$ cat src/rtl/calc_core_if.sv
// Operand/result bundle between io_serdes (master) and calc_core (slave).
interface calc_core_if #(
  parameter int unsigned WIDTH = 32
);
  logic [WIDTH-1:0] a;
  logic [WIDTH-1:0] b;
  logic             op;
  logic             start_calc;
  logic [WIDTH-1:0] z;
  logic             busy;
  logic             done;

  modport master (
    output a, b, op, start_calc,
    input  z, busy, done
  );

  modport slave (
    input  a, b, op, start_calc,
    output z, busy, done
  );
endinterface

$ cat src/rtl/calc_core.sv
// Iterative radix-2 unit: shift-add unsigned multiply, one bit per clock.
// Define CALC_DIV_EN to add restoring unsigned divide on op=1.
module calc_core #(
  parameter int unsigned WIDTH = 32
) (
  input  logic        clk,
  input  logic        reset,
  calc_core_if.slave  calc
);
  localparam int unsigned CW = (WIDTH > 1) ? $clog2(WIDTH) : 1;

  typedef enum logic [1:0] {IDLE, LOAD, RUN, DONE} state_t;

  state_t           state;
  logic             start_d;
  logic [CW-1:0]    cnt;
  logic [WIDTH-1:0] opa;   // multiplicand / dividend
  logic [WIDTH-1:0] opb;   // multiplier / divisor
  logic [WIDTH-1:0] acc;   // product / quotient
  logic             accept;

  assign accept = calc.start_calc & ~start_d & (state == IDLE);

`ifdef CALC_DIV_EN
  logic             op_q;
  logic [WIDTH-1:0] rem;
  logic [WIDTH:0]   rem_sh;
  logic [WIDTH:0]   rem_diff;

  // Shifted remainder kept at WIDTH+1 bits so the compare never loses the carry-out.
  always_comb begin
    rem_sh   = {rem, opa[WIDTH-1]};
    rem_diff = rem_sh - {1'b0, opb};
  end
`endif

  always_ff @(posedge clk) begin
    if (reset) begin
      state     <= IDLE;
      start_d   <= 1'b0;
      cnt       <= '0;
      opa       <= '0;
      opb       <= '0;
      acc       <= '0;
      calc.z    <= '0;
      calc.busy <= 1'b0;
      calc.done <= 1'b0;
`ifdef CALC_DIV_EN
      op_q      <= 1'b0;
      rem       <= '0;
`endif
    end else begin
      start_d   <= calc.start_calc;
      calc.done <= 1'b0;
      case (state)
        IDLE: begin
          calc.busy <= accept;
          if (accept) begin
            opa   <= calc.a;
            opb   <= calc.b;
`ifdef CALC_DIV_EN
            op_q  <= calc.op;
`endif
            state <= LOAD;
          end
        end
        LOAD: begin
          acc   <= '0;
`ifdef CALC_DIV_EN
          rem   <= '0;
`endif
          cnt   <= CW'(WIDTH - 1);
          state <= RUN;
        end
        RUN: begin
`ifdef CALC_DIV_EN
          if (op_q) begin
            // A borrow (rem_diff MSB set) means the divisor did not fit: restore.
            if (rem_diff[WIDTH]) begin
              rem <= rem_sh[WIDTH-1:0];
            end else begin
              rem <= rem_diff[WIDTH-1:0];
            end
            acc <= {acc[WIDTH-2:0], ~rem_diff[WIDTH]};
            opa <= opa << 1;
          end else
`endif
          begin
            if (opb[0]) begin
              acc <= acc + opa;
            end
            opa <= opa << 1;
            opb <= opb >> 1;
          end
          cnt <= cnt - 1'b1;
          if (cnt == '0) begin
            state <= DONE;
          end
        end
        DONE: begin
          // busy stays high one more cycle; IDLE clears it unless a new start lands.
          calc.z    <= acc;
          calc.done <= 1'b1;
          state     <= IDLE;
        end
        default: state <= IDLE;
      endcase
    end
  end
endmodule

$ cat src/flat_wrapper.sv
// flat-port wrapper written by rule: the top's interface ports become plain ports
module calc_core_flat 
#(
  parameter int unsigned WIDTH = 32
)
  (clk, reset, calc_a, calc_b, calc_op, calc_start_calc, calc_z, calc_busy, calc_done);
  calc_core_if #(.WIDTH(WIDTH)) calc_i ();
  input  logic clk;
  input  logic reset;
  input wire logic [$bits(calc_i.a)-1:0] calc_a;
  input wire logic [$bits(calc_i.b)-1:0] calc_b;
  input wire logic [$bits(calc_i.op)-1:0] calc_op;
  input wire logic [$bits(calc_i.start_calc)-1:0] calc_start_calc;
  output wire logic [$bits(calc_i.z)-1:0] calc_z;
  output wire logic [$bits(calc_i.busy)-1:0] calc_busy;
  output wire logic [$bits(calc_i.done)-1:0] calc_done;
  assign calc_i.a = calc_a;
  assign calc_i.b = calc_b;
  assign calc_i.op = calc_op;
  assign calc_i.start_calc = calc_start_calc;
  assign calc_z = calc_i.z;
  assign calc_busy = calc_i.busy;
  assign calc_done = calc_i.done;
  calc_core #(.WIDTH(WIDTH)) u_core (.clk(clk), .reset(reset), .calc(calc_i));
endmodule
$ cat config.mk
export PLATFORM = sky130hd
export DESIGN_NAME = calc_core_flat
export DESIGN_NICKNAME = d
export VERILOG_FILES = /design/src/rtl/calc_core_if.sv /design/src/rtl/calc_core.sv /design/src/flat_wrapper.sv
export SDC_FILE = /design/constraint.sdc
export NUM_CORES = 1
export LEC_CHECK = 0
export CAP_MARGIN = 5
export CORE_MARGIN = 1
export CORE_UTILIZATION = 50
export CTS_CLUSTER_DIAMETER = 50
export DETAILED_ROUTE_END_ITERATION = 6
export PLACE_DENSITY = 0.77
export SETUP_SLACK_MARGIN = 0.05
export SLEW_MARGIN = 15
export SYNTH_ARGS = -nofsm -noshare
export SYNTH_HDL_FRONTEND = slang
export SYNTH_SLANG_ARGS = --single-unit
$ cat constraint.sdc
create_clock -name clk -period 2.7 [get_ports clk]
set_clock_uncertainty 0.15 [all_clocks]
set_input_delay 0.27 -clock clk [delete_from_list [all_inputs] [get_ports clk]]
set_output_delay 0.27 -clock clk [all_outputs]
set_load 0.02 [all_outputs]
==> results.py, run 1 <==
metrics = {
    "hold_path": {
        "holdCritPathClass": "primary input to flip-flop",
        "min_from": "reset",
    },
    "clock_tree": {
        "clk_pin_slew_ns": 0.06,
        "cts.path.max_buffers": 2,
        "insertion_delay_ns": 0.42,
        "cts_sinks": 138,
        "cts_buffers": 17,
        "htreeDepth": 4,
        "cts_hold_buf": 0,
        "root_buffer": "clkbuf_16",
        "cts_tree": "yes",
    },
    "timing": {
        "setup_slack_ns": 0.1174,
        "rsz0062_at_grt": "true",
        "drv_slew": 0,
        "period_share_pct": 95.65,
        "hold_viol_final": 0,
        "max_freq_mhz": 387.2,
        "relSlewSlack_pct": 63.94,
        "setup-tns-final_ns": 0,
        "period_minus_slack_ns": 2.583,
        "setup_viol": 0,
        "worst_pin_slew_ns": 0.5408,
    },
    "synthesis": {
        "synth_seq_cells": 138,
        "synth.area.top_cells": "dfxtp_1, mux2i_1, nor2_1",
        "netlist_instances": 785,
        "ys_types": 55,
        "synth_top_area_cell": "dfxtp_1",
        "yosysWarnings": 0,
        "synth-seq-area-share_pct": 39.05,
        "synth_flop_cell": "dfxtp_1",
        "syn_avg_cell_area_um2": 9.013,
        "syn_area_mm2": 0.007076,
        "synth_top_area_share_pct": 39.05,
        "synth-edff-count": 0,
        "synth-async-reset-ratio_pct": 0,
        "syn_nets": 892,
    },
    "detailed_routing": {
        "vias": 5925,
        "wl_per_cell_um": 14.46,
        "wirelength_mm": 15.66,
        "first_pass_iters": 4,
        "drt_iter0_drc": 270,
        "ant_nets": 0,
        "viasPerCell": 5.471,
        "route.detailed.drc": 0,
    },
    "floorplan": {
        "die_w_um": 121.0,
        "dieArea_mm2": 0.01463,
        "ioPinCount": 102,
        "rows": 43,
        "die_h_um": 121.0,
        "coreArea_mm2": 0.01383,
        "start_util_pct": 51.17,
    },
    "final_layout": {
        "drive_gt1_share_pct": 10.85,
        "instances_no_fill": 1083,
        "area_delta_synth_final_pct": 29.46,
        "final_util_pct": 66.25,
        "fin_nets": 997,
        "antennaDiodeCount": 0,
    },
    "global_route": {
        "use_met3_pct": 5.122,
        "grt_pass1_vias": 5524,
        "met1_usage_pct": 28.72,
        "top_usage_layer": "met2",
        "grt_max_degree": 92,
        "grt-ovfl-total": 0,
        "grt_usage_pct": 22.36,
        "gr-usage-met2_pct": 36.50,
        "grt_pass1_wl_mm": 26.11,
        "antenna_found_initial": 0,
    },
    "power_and_ir_drop": {
        "peakVddDrop_v": 0.0005005,
        "total_power_mw": 8.825,
        "powerDensity_mw_per_mm2": 963.4,
        "leakage_nw": 3.523,
    },
    "setup_path": {
        "required_ns": 2.86,
        "critPathMaxFanout": 3,
        "worstPathArrival_ns": 2.74,
        "crit_path_start_kind": "flip-flop",
        "startpoint": "u_core.acc[0]$_SDFFE_PP0P_",
        "crit_chain": "ha_4 > inv_2 > fa_2 > nor2b_4 > o31ai_4 > a31oi_4 > o31ai_4 > a21oi_2 > a311o_1 > a31oi_2 > xor2_1 > o21ai_1",
        "rr_startpoint": "u_core.acc[0]$_SDFFE_PP0P_",
        "worst_setup_path_end_kind": "flip-flop",
        "cpPeakStageDelay_ns": 0.34,
        "cpMostUsedCell": "o31ai_4",
        "crit_path_top_delay_cell": "a311o_1",
        "path_class": "flip-flop to flip-flop",
    },
    "place": {
        "dp.cells": 1045,
        "dp_hpwl_mm": 10.63,
        "gp_congestion": 0.8400,
        "place_ws_ns": -0.04170,
        "io_buffers": 100,
    },
    "run": {
        "cap_violations": 0,
    },
    "outcome": {
        "status": "finished, final reports clean",
    },
}
[cell usage after synthesis (all sizes together) (3+ instances only)]
cell type and count:
nor3b 3, a31oi 8, nand4 3, nand3 10, a22oi 11, o31ai 3
o21bai 4, dfxtp 138, nand2b 4, o21ai 29, xnor2 12, inv 19
buf 6, a21o 19, nor3 7, xor2 11, a21oi 36, a211oi 68
nand2 35, nor2b 7, clkbuf 42, mux2i 95, nor2 140, o21a 6
and3 5, ha 38
[registers in the layout (all words and copies together) (netlist names)]
signal and count:
u_core.acc 32, u_core.calc.z 32, u_core.calc.busy 1, u_core.calc.done 1, u_core.start_d 1, u_core.cnt 5
u_core.opb 32, u_core.state 2, u_core.opa 32
[through the flow]
stage                     hold WS (ns)  cell area, um^2
after detailed placement        0.3181             8389
after global routing            0.1240             9160
after floorplan                 0.2482             7076
after CTS                       0.1018             9017
after global placement          0.3138             8389
final                           0.1050             9160
[kinds of logic (layout without fill, tap and decap cells)]
logic type / count (synthesis) / count (layout) / share of synthesized area [%]
and+or+nand+nor: 219 / 219 / 13.16
buffers and inverters: 67 / 185 / 3.554
AOI/OAI and AO/OA: 203 / 203 / 20.80
xor gates and xnor gates: 23 / 23 / 2.847
muxes: 96 / 96 / 13.60
DFF: 138 / 138 / 39.05
adders and majority gates: 39 / 39 / 7.003
[cell type report]
cell class,instances,area [um^2]
Clock buffer,26,529.3
Clock inverter,6,82.58
Fill cell,1109,4667
Inverter,19,71.32
Multi-Input combinational cell,580,4195
Sequential cell,138,2765
Tap cell,180,225.2
Timing Repair Buffer,134,1291
[power breakdown]
group          leakage [nW]  total (mW)  switching [mW]  internal, mW
logic                  2.09        3.42            1.93          1.49
clock network         0.302        2.37           0.838          1.53
registers              1.13        3.04           0.430          2.61
[layer usage]
metal	up-vias	routed length, um
li1	3026	-
met1	2765	7300
met2	118	7467
met3	16	644
met4	0	246
met5	-	0
[worst max-delay path, delay by kind of cell (launching register included)]
family,cells,cell delay (ns)
compound gates,7,1.36
fa+ha+maj,2,0.38
flops,1,0.33
xor+xnor,1,0.17
buf+inv,1,0.05
simple gates,1,0.05
[cell usage in the layout (no fill, tap or decap), types with 7 or more instances in the layout]
| cell type | instances |
|---|---|
| a22oi_1 | 11 |
| ha_1 | 29 |
| a211oi_1 | 66 |
| xnor2_1 | 12 |
| a21o_1 | 19 |
| dfxtp_1 | 136 |
| xor2_1 | 11 |
| a21oi_1 | 32 |
| ha_4 | 7 |
| nand3_1 | 9 |
| buf_4 | 32 |
| clkdlybuf4s50_1 | 99 |
| nor2_1 | 140 |
| mux2i_1 | 95 |
| clkbuf_16 | 17 |
| inv_1 | 18 |
| o21ai_0 | 21 |
| o21ai_1 | 7 |
| clkbuf_8 | 7 |
| nand2_1 | 35 |
[final timing paths]
check                                endpoint  slack [ns]  depth (start not counted)
setup / recovery  u_core.acc[30]$_SDFFE_PP0P_        0.12                         12
hold / removal    u_core.opb[31]$_SDFFE_PP0P_        0.10                          2
setup reg to reg  u_core.acc[30]$_SDFFE_PP0P_        0.12                         12
hold reg to reg   u_core.acc[26]$_SDFFE_PP0P_        0.32                          2
[repair_timing]
action                     CTS  global route
pin swaps                    2             7
setup endpoints to repair    3             9
resized for setup            1            20
buffers inserted             1             5
(Power assumes the default switching activity.)
==> run 2: changes to the inputs <==
- CTS_CLUSTER_SIZE: unset -> 8
- SLEW_MARGIN: 15 -> 25
==> results of run 2 <==
No change in the layout: final DEF, timing and power equal those of run 1.
